[src/rtl/decode_stage_pkg.sv]
// Shared rv32i decode definitions: opcodes, ALU op codes, writeback sources and
// the decode-stage state encoding.
package decode_stage_pkg;

    localparam int unsigned INSTR_W = 32;
    localparam int unsigned REG_W   = 5;
    localparam int unsigned ALUOP_W = 3;
    localparam int unsigned WB_W    = 2;
    localparam int unsigned CNT_W   = 2;

    localparam logic [6:0] OPC_OP     = 7'b0110011;
    localparam logic [6:0] OPC_OP_IMM = 7'b0010011;
    localparam logic [6:0] OPC_LOAD   = 7'b0000011;
    localparam logic [6:0] OPC_STORE  = 7'b0100011;
    localparam logic [6:0] OPC_BRANCH = 7'b1100011;
    localparam logic [6:0] OPC_LUI    = 7'b0110111;
    localparam logic [6:0] OPC_AUIPC  = 7'b0010111;
    localparam logic [6:0] OPC_JAL    = 7'b1101111;
    localparam logic [6:0] OPC_JALR   = 7'b1100111;

    localparam logic [ALUOP_W-1:0] ALUOP_ADD    = 3'd0;
    localparam logic [ALUOP_W-1:0] ALUOP_RTYPE  = 3'd1;
    localparam logic [ALUOP_W-1:0] ALUOP_ITYPE  = 3'd2;
    localparam logic [ALUOP_W-1:0] ALUOP_BRANCH = 3'd3;
    localparam logic [ALUOP_W-1:0] ALUOP_LUI    = 3'd4;
    localparam logic [ALUOP_W-1:0] ALUOP_JUMP   = 3'd5;

    localparam logic [WB_W-1:0] WB_ALU = 2'd0;
    localparam logic [WB_W-1:0] WB_MEM = 2'd1;
    localparam logic [WB_W-1:0] WB_PC4 = 2'd2;

    typedef enum logic [1:0] {
        ST_EMPTY = 2'd0,
        ST_FULL  = 2'd1,
        ST_STALL = 2'd2
    } state_t;

endpackage

[src/rtl/decode_stage_ctrl.sv]
// Combinational RV32I control decode: instruction word to control flags,
// sign-extended immediate, illegal flag and source-register usage.
module rv_ctrl_decode
    import decode_stage_pkg::*;
#(
    parameter int unsigned XLEN = 32
) (
    input  logic [31:0]     instr,
    output logic [XLEN-1:0] imm,
    output logic [2:0]      alu_op,
    output logic            op1_src,
    output logic            op2_src,
    output logic [1:0]      wb_src,
    output logic            reg_we,
    output logic            mem_re,
    output logic            mem_we,
    output logic            illegal,
    output logic            rs1_used,
    output logic            rs2_used
);

    logic [6:0]         opcode;
    logic [2:0]         f3;
    logic [6:0]         f7;
    logic signed [31:0] imm_i;
    logic signed [31:0] imm_s;
    logic signed [31:0] imm_b;
    logic signed [31:0] imm_u;
    logic signed [31:0] imm_j;
    logic               bad;

    assign opcode = instr[6:0];
    assign f3     = instr[14:12];
    assign f7     = instr[31:25];

    assign imm_i = 32'($signed(instr[31:20]));
    assign imm_s = 32'($signed({instr[31:25], instr[11:7]}));
    assign imm_b = 32'($signed({instr[31], instr[7], instr[30:25], instr[11:8], 1'b0}));
    assign imm_u = $signed({instr[31:12], 12'b0});
    assign imm_j = 32'($signed({instr[31], instr[19:12], instr[20], instr[30:21], 1'b0}));

    always_comb begin
        imm      = '0;
        alu_op   = ALUOP_ADD;
        op1_src  = 1'b0;
        op2_src  = 1'b0;
        wb_src   = WB_ALU;
        reg_we   = 1'b0;
        mem_re   = 1'b0;
        mem_we   = 1'b0;
        rs1_used = 1'b0;
        rs2_used = 1'b0;
        bad      = 1'b0;

        case (opcode)
            OPC_OP: begin
                alu_op   = ALUOP_RTYPE;
                reg_we   = 1'b1;
                rs1_used = 1'b1;
                rs2_used = 1'b1;
                bad      = !((f7 == 7'h00) ||
                             ((f7 == 7'h20) && ((f3 == 3'd0) || (f3 == 3'd5))));
            end
            OPC_OP_IMM: begin
                imm      = XLEN'(imm_i);
                alu_op   = ALUOP_ITYPE;
                op2_src  = 1'b1;
                reg_we   = 1'b1;
                rs1_used = 1'b1;
                if (f3 == 3'd1)
                    bad = (f7 != 7'h00);
                else if (f3 == 3'd5)
                    bad = (f7 != 7'h00) && (f7 != 7'h20);
            end
            OPC_LOAD: begin
                imm      = XLEN'(imm_i);
                op2_src  = 1'b1;
                wb_src   = WB_MEM;
                reg_we   = 1'b1;
                mem_re   = 1'b1;
                rs1_used = 1'b1;
                bad      = (f3 == 3'd3) || (f3 == 3'd6) || (f3 == 3'd7);
            end
            OPC_STORE: begin
                imm      = XLEN'(imm_s);
                op2_src  = 1'b1;
                mem_we   = 1'b1;
                rs1_used = 1'b1;
                rs2_used = 1'b1;
                bad      = (f3 > 3'd2);
            end
            OPC_BRANCH: begin
                imm      = XLEN'(imm_b);
                alu_op   = ALUOP_BRANCH;
                rs1_used = 1'b1;
                rs2_used = 1'b1;
                bad      = (f3 == 3'd2) || (f3 == 3'd3);
            end
            OPC_LUI: begin
                imm     = XLEN'(imm_u);
                alu_op  = ALUOP_LUI;
                op2_src = 1'b1;
                reg_we  = 1'b1;
            end
            OPC_AUIPC: begin
                imm     = XLEN'(imm_u);
                op1_src = 1'b1;
                op2_src = 1'b1;
                reg_we  = 1'b1;
            end
            OPC_JAL: begin
                imm     = XLEN'(imm_j);
                alu_op  = ALUOP_JUMP;
                op1_src = 1'b1;
                op2_src = 1'b1;
                wb_src  = WB_PC4;
                reg_we  = 1'b1;
            end
            OPC_JALR: begin
                imm      = XLEN'(imm_i);
                alu_op   = ALUOP_JUMP;
                op2_src  = 1'b1;
                wb_src   = WB_PC4;
                reg_we   = 1'b1;
                rs1_used = 1'b1;
                bad      = (f3 != 3'd0);
            end
            default: bad = 1'b1;
        endcase

        if (instr[1:0] != 2'b11)
            bad = 1'b1;

        // Illegal instructions still flow down the pipe, but with no side effects.
        if (bad) begin
            reg_we = 1'b0;
            mem_re = 1'b0;
            mem_we = 1'b0;
            alu_op = ALUOP_ADD;
        end
        illegal = bad;
    end

endmodule

[src/rtl/decode_stage.sv]
// Decode stage: one-entry registered output slot with valid/ready handshakes,
// load-use interlock with programmable bubble count, and flush.
module decode_stage
    import decode_stage_pkg::*;
#(
    parameter int unsigned XLEN      = 32,
    parameter int unsigned HAZARD_EN = 1,
    parameter int unsigned BUBBLES   = 1
) (
    input  logic            clk,
    input  logic            rst,
    input  logic            in_valid,
    output logic            in_ready,
    input  logic [31:0]     in_instr,
    input  logic [XLEN-1:0] in_pc,
    input  logic            flush,
    output logic            out_valid,
    input  logic            out_ready,
    output logic [XLEN-1:0] out_pc,
    output logic [4:0]      out_rs1,
    output logic [4:0]      out_rs2,
    output logic [4:0]      out_rd,
    output logic [XLEN-1:0] out_imm,
    output logic [2:0]      out_alu_op,
    output logic            out_op1_src,
    output logic            out_op2_src,
    output logic [1:0]      out_wb_src,
    output logic            out_reg_we,
    output logic            out_mem_re,
    output logic            out_mem_we,
    output logic            out_illegal
);

    state_t           state;
    logic [CNT_W-1:0] cnt;
    logic             luh;

    logic [XLEN-1:0]    dec_imm;
    logic [ALUOP_W-1:0] dec_alu_op;
    logic               dec_op1_src;
    logic               dec_op2_src;
    logic [WB_W-1:0]    dec_wb_src;
    logic               dec_reg_we;
    logic               dec_mem_re;
    logic               dec_mem_we;
    logic               dec_illegal;
    logic               dec_rs1_used;
    logic               dec_rs2_used;

    rv_ctrl_decode #(.XLEN(XLEN)) u_ctrl (
        .instr    (in_instr),
        .imm      (dec_imm),
        .alu_op   (dec_alu_op),
        .op1_src  (dec_op1_src),
        .op2_src  (dec_op2_src),
        .wb_src   (dec_wb_src),
        .reg_we   (dec_reg_we),
        .mem_re   (dec_mem_re),
        .mem_we   (dec_mem_we),
        .illegal  (dec_illegal),
        .rs1_used (dec_rs1_used),
        .rs2_used (dec_rs2_used)
    );

    // Load-use hazard: the held load writes a register the incoming instruction reads.
    always_comb begin
        luh = (HAZARD_EN != 0) && (state == ST_FULL) && out_mem_re &&
              (out_rd != 5'd0) && in_valid &&
              ((dec_rs1_used && (in_instr[19:15] == out_rd)) ||
               (dec_rs2_used && (in_instr[24:20] == out_rd)));
        in_ready = !rst && !flush &&
                   ((state == ST_EMPTY) || ((state == ST_FULL) && out_ready && !luh));
    end

    always_ff @(posedge clk) begin
        if (rst) begin
            state       <= ST_EMPTY;
            cnt         <= '0;
            out_valid   <= 1'b0;
            out_pc      <= '0;
            out_rs1     <= '0;
            out_rs2     <= '0;
            out_rd      <= '0;
            out_imm     <= '0;
            out_alu_op  <= '0;
            out_op1_src <= 1'b0;
            out_op2_src <= 1'b0;
            out_wb_src  <= '0;
            out_reg_we  <= 1'b0;
            out_mem_re  <= 1'b0;
            out_mem_we  <= 1'b0;
            out_illegal <= 1'b0;
        end else if (flush) begin
            state     <= ST_EMPTY;
            cnt       <= '0;
            out_valid <= 1'b0;
        end else begin
            if (in_valid && in_ready) begin
                out_pc      <= in_pc;
                out_rs1     <= in_instr[19:15];
                out_rs2     <= in_instr[24:20];
                out_rd      <= in_instr[11:7];
                out_imm     <= dec_imm;
                out_alu_op  <= dec_alu_op;
                out_op1_src <= dec_op1_src;
                out_op2_src <= dec_op2_src;
                out_wb_src  <= dec_wb_src;
                out_reg_we  <= dec_reg_we;
                out_mem_re  <= dec_mem_re;
                out_mem_we  <= dec_mem_we;
                out_illegal <= dec_illegal;
            end

            case (state)
                ST_EMPTY: begin
                    if (in_valid) begin
                        state     <= ST_FULL;
                        out_valid <= 1'b1;
                    end
                end
                ST_FULL: begin
                    if (out_ready) begin
                        if (luh) begin
                            state     <= ST_STALL;
                            cnt       <= CNT_W'(BUBBLES - 1);
                            out_valid <= 1'b0;
                        end else if (!in_valid) begin
                            state     <= ST_EMPTY;
                            out_valid <= 1'b0;
                        end
                    end
                end
                ST_STALL: begin
                    if (cnt == '0)
                        state <= ST_EMPTY;
                    else
                        cnt <= cnt - CNT_W'(1);
                end
                default: begin
                    state     <= ST_EMPTY;
                    out_valid <= 1'b0;
                end
            endcase
        end
    end

endmodule

[config.mk]
export PLATFORM = sky130hd
export DESIGN_NAME = decode_stage
export DESIGN_NICKNAME = d
export VERILOG_FILES = /design/src/rtl/decode_stage_pkg.sv /design/src/rtl/decode_stage_ctrl.sv /design/src/rtl/decode_stage.sv
export SDC_FILE = /design/constraint.sdc
export NUM_CORES = 1
export LEC_CHECK = 0
export CORE_AREA = 2 2 160 162
export CTS_CLUSTER_SIZE = 10
export DETAILED_ROUTE_END_ITERATION = 12
export DIE_AREA = 0 0 162 164
export GPL_TIMING_DRIVEN = 0
export REMOVE_ABC_BUFFERS = 1
export SYNTH_ARGS = -nofsm -noshare
export SYNTH_HDL_FRONTEND = slang
export SYNTH_HIERARCHICAL = 1
export SYNTH_SLANG_ARGS = --single-unit
export TNS_END_PERCENT = 100
[constraint.sdc]
create_clock -name clk -period 3.85 [get_ports clk]
set_input_delay 0.77 -clock clk [delete_from_list [all_inputs] [get_ports clk]]
set_output_delay 0.77 -clock clk [all_outputs]
set_load 0.1 [all_outputs]
==> out/qor_table.md <==
| Stage | Metric | Reported |
|:---|:---|:---|
| clock network | # H-tree levels | 3 |
| sta | Final cycle utilization of the critical path | 97.0% |
| power | Switching power | 0.916 mW |
| setup path | Internal reg-to-reg setup slack | 950 ps |
| setup path | Top delay family on crit path | buffers and inverters |
| sta | Final setup vio count | 0 |
| logic synthesis | Number of enable-type register cells in the synthesized netlist | 0 |
| die | Chip Width | 162 um |
| setup path | Buf+Inv Stages, Crit Path | 3 |
| power | Fraction of power consumed by the clock network | 35.3% |
| power | Internal power | 1.72 mW |
| logic synthesis | Top cell type by total area after synthesis | sky130_fd_sc_hd__dfxtp_1 |
| clock network | Total clock sinks | 95 |
| clock network | Number of buffers on the longest clock path | 2 |
| grt | Wire length of the first global-routing pass | 32.4 mm |
| sta | Unrepaired setup endpoints after global routing | false |
| min path | Worst hold-check path type | reg -> reg |
| setup path | Logic depth of the worst setup path including buffers | 8 |
| routing | Router iterations before antenna repair | 5 |
| grt | Pin count of the biggest net entering global routing | 100 |
| layout | Number of antenna diodes | 0 |
| min path | Cell depth of the worst hold path | 1 |
| power | Sequential power share | 39.9% |
| power | Switching Share | 34.8% |
| setup path | Data arrival time of the critical path | 2960 ps |
| sta | Number of slew-limit violations in the final report | 0 |
| layout | Number of fill cells | 2597 |
| place | GPL Wtd Cong | 0.857 |
| logic synthesis | Area share of the largest cell type after synthesis | 31.2% |
| setup path | Standard cell with the maximum stage delay on the critical path | sky130_fd_sc_hd__clkdlybuf4s50_1 |
| logic synthesis | Post-Syn Instances | 811 |
| die | CORE AREA | 24800 um2 |
| grt | Global router's overall resource usage | 15.0% |
| logic synthesis | Mean area per synthesized cell | 7.53 um2 |
| logic synthesis | Cell types with the highest counts after synthesis | sky130_fd_sc_hd__nand2_1, sky130_fd_sc_hd__dfxtp_1, sky130_fd_sc_hd__nand4_1 |
| routing | Remaining number of nets flagged by the antenna check after routing | 0 |
| layout | Final cell count without fillers | 1226 |
| power | Largest vdd supply drop | 0.136 mV |
| clock network | Clock root buffer | sky130_fd_sc_hd__clkbuf_16 |
| place | Number of input and output port buffers inserted | 160 |
| setup path | R2R Path End | out_pc[2]$_SDFFE_PP0P_ |
| layout | Fraction of the core area covered by cells at the end of the flow | 33.5% |
| clock network | Latest clock arrival within the worst-skew pair | 350 ps |
| layout | Net count of the finished layout | 961 |
| logic synthesis | Largest cells by area after synthesis | sky130_fd_sc_hd__dfxtp_1, sky130_fd_sc_hd__o311ai_0, sky130_fd_sc_hd__nand4_1 |
| setup path | Ordered list of cells on the worst path | clkdlybuf4s50_1 -> xnor2_1 -> nand4_1 -> o22ai_4 -> buf_16 -> and3_4 -> o22ai_1 -> buf_6 |
| place | Count of placed standard cells including taps | 1207 |
| layout | Share of final-layout standard cells stronger than drive strength 1 | 5.47% |
| setup path | Worst Path Required | 3080 ps |
| power | Combinational share of power | 24.7% |
| min path | Hold Path Sink | cnt[0]$_SDFFE_PP0P_ |
| die | # IOs | 161 |
| die | Die Y-Extent | 164 um |
| routing | Detailed-route wire length per cell | 16.7 um |
| min path | Hold Crit Start | cnt[0]$_SDFFE_PP0P_ |
| sta | Post-Route Skew | 9.54 ps |
| sta | Minimum period implied by the final worst setup slack | 3730 ps |
| sta | Fin Setup TNS | 0 ps |
| setup path | Critical path fanouts, max | 35 |
| clock network | Clock slew at the register clock pins of the worst setup and hold paths | 70 ps |
| logic synthesis | Top FF cell, synth | sky130_fd_sc_hd__dfxtp_1 |
| routing | Detailed Route Iter0 Violations | 607 |
| sta | Max-Slew Margin vs Limit | 24.2% |
| power | Power per cell area | 317 nW/um2 |
| setup path | Category of the critical setup timing path | in -> out |
| logic synthesis | Yosys reg bits | 95 |
| die | Die Outline Area | 26600 um2 |
| setup path | Slowest Stage Delay on Critical Path | 670 ps |
| setup path | Endpoint type of the worst setup path | output pin |
| setup path | Type of element launching the critical path | input port |
| setup path | Worst R2R Start | state[1]$_SDFFE_PP0P_ |
| clock network | Clock tree from TritonCTS | yes |
| routing | Via count | 6831 |
| logic synthesis | Dominant cell by count in the synthesized netlist | sky130_fd_sc_hd__nand2_1 |
| sta | Count of final hold-check violations | 0 |
| logic synthesis | Number of warnings reported in the yosys synthesis log | 6 |
| sta | Tightest hold margin | 524 ps |
| sta | Slew at the pin closest to its max-slew limit | 1140 ps |
| status | Outcome | finished, final reports clean |
| setup path | Depth of the worst register-to-register path | 6 |
| logic synthesis | Async S/R FF share, synth | 0% |
| routing | Total wire length | 20.5 mm |
| die | Placement Rows | 58 |
| logic synthesis | Post-synthesis instance area | 6100 um2 |
| grt | Overflow after GRT | 0 |
| sta | Peak clock frequency supported by timing | 0.268 GHz |
| routing | Post-route DRC | 0 |
| clock network | Clock buffer count from CTS | 9 |
| die | Initial Util | 24.6% |
| place | Final HPWL from detailed placement | 13.5 mm |
| layout | Layout overhead on the synthesized area | 36.0% |
| routing | Post-DR vias/cell | 5.57 |
| clock network | Number of hold buffers added after cts | 0 |
| logic synthesis | Count of distinct cell types in the synthesized netlist | 57 |
| grt | Number of global-route vias before repair | 6026 |
| power | Leak | 2.53 nW |
| grt | Initial antenna violation count | 0 |
| flow run | Max-cap violations | 0 |
| logic synthesis | Sequential-to-total area share from yosys stat | 31.2% |
[routing by layer]
metal | GRT usage, % | vias to the layer above | wire length [um]
li1 | - | 3396 | -
met1 | 20.5 | 3232 | 9650
met2 | 23.1 | 181 | 9210
met3 | 3.43 | 22 | 1170
met4 | 5.75 | 0 | 444
met5 | 0 | - | 0
[worst max path at each step]
stage,endpoint,slack (ps),from
6_report,in_ready,120,in_instr[20]
5_1_grt,in_ready,0.2,in_instr[6]
4_1_cts,in_ready,10,in_instr[1]
3_5_place_dp,in_ready,-1640,in_instr[2]
3_3_place_gp,out_pc[7]$_SDFFE_PP0P_,-6140,rst
2_1_floorplan,out_alu_op[0]$_SDFFE_PP0P_,-3080,flush
[worst register-to-register path, stage by stage (launching register included)]
cell and delay, ps:
sky130_fd_sc_hd__dfxtp_1 340, sky130_fd_sc_hd__nor3_1 450, sky130_fd_sc_hd__nand3_4 770, sky130_fd_sc_hd__buf_16 520
sky130_fd_sc_hd__buf_16 280, sky130_fd_sc_hd__a31oi_1 270, sky130_fd_sc_hd__o311ai_0 140
[flip-flops by register name (all words and copies together), names as in the netlist]
register	flops
out_rs2	5
out_wb_src	2
out_op1_src	1
out_valid	1
out_rd	5
out_imm	32
out_mem_we	1
state	2
out_op2_src	1
out_reg_we	1
out_rs1	5
cnt	2
out_mem_re	1
out_pc	32
out_alu_op	3
out_illegal	1
[cells in the final DEF (no fill, tap or decap), drive strengths merged, types with 4 or more instances in the layout]
cell type / count
a21oi: 9
nand4: 93
buf: 13
clkdlybuf4s50: 154
and2: 8
xnor2: 11
a22o: 5
nand2: 110
nor2: 14
o311ai: 89
a31oi: 92
nand3: 5
a21o: 22
clkbuf: 15
inv: 12
nor3: 92
o22ai: 4
dfxtp: 95
o21ai: 10
[power groups by stage]
stage	Sequential [mW]	Combinational (mW)	Clock (mW)
floorplan	1.33	0.173	0
global placement	1.07	0.641	0
detailed placement	1.07	0.648	0
CTS	1.05	0.651	0.979
global route	1.06	0.686	1.01
finish	1.05	0.651	0.931
[per-stage QoR]
stage | setup WS, ps | cell area [um2] | power [mW]
global route | 0.234 | 8300 | 2.76
floorplan | -3080 | 5680 | 1.50
CTS | 11.1 | 8310 | 2.68
finish | 117 | 8300 | 2.63
global placement | -6140 | 7690 | 1.72
detailed placement | -1640 | 7980 | 1.72
[cells by family after synthesis]
kind of cell / synth area share, %
adders and majority gates: 0.205
muxes: 0.164
xor gates and xnor gates: 1.72
buffers and inverters: 7.73
and+or+nand+nor: 28.1
DFF: 31.2
AOI/OAI and AO/OA: 30.9
[cell type report]
cell class | count | area [um2] | area share [%]
Clock inverter | 4 | 53.8 | 0.648
Sequential cell | 95 | 1900 | 22.9
Clock buffer | 12 | 236 | 2.85
Multi-Input combinational cell | 601 | 3790 | 45.7
Tap cell | 330 | 413 | 4.97
Inverter | 12 | 50.0 | 0.603
Timing Repair Buffer | 172 | 1850 | 22.3
[timing repair]
action | CTS | global route
endpoints found under the setup margin | 1 | 1
pin swaps | 2 | 0
gates cloned | 1 | 0
resized for setup | 14 | 9
buffers inserted | 2 | 0
Note: power is estimated with default switching activity, not from simulation.
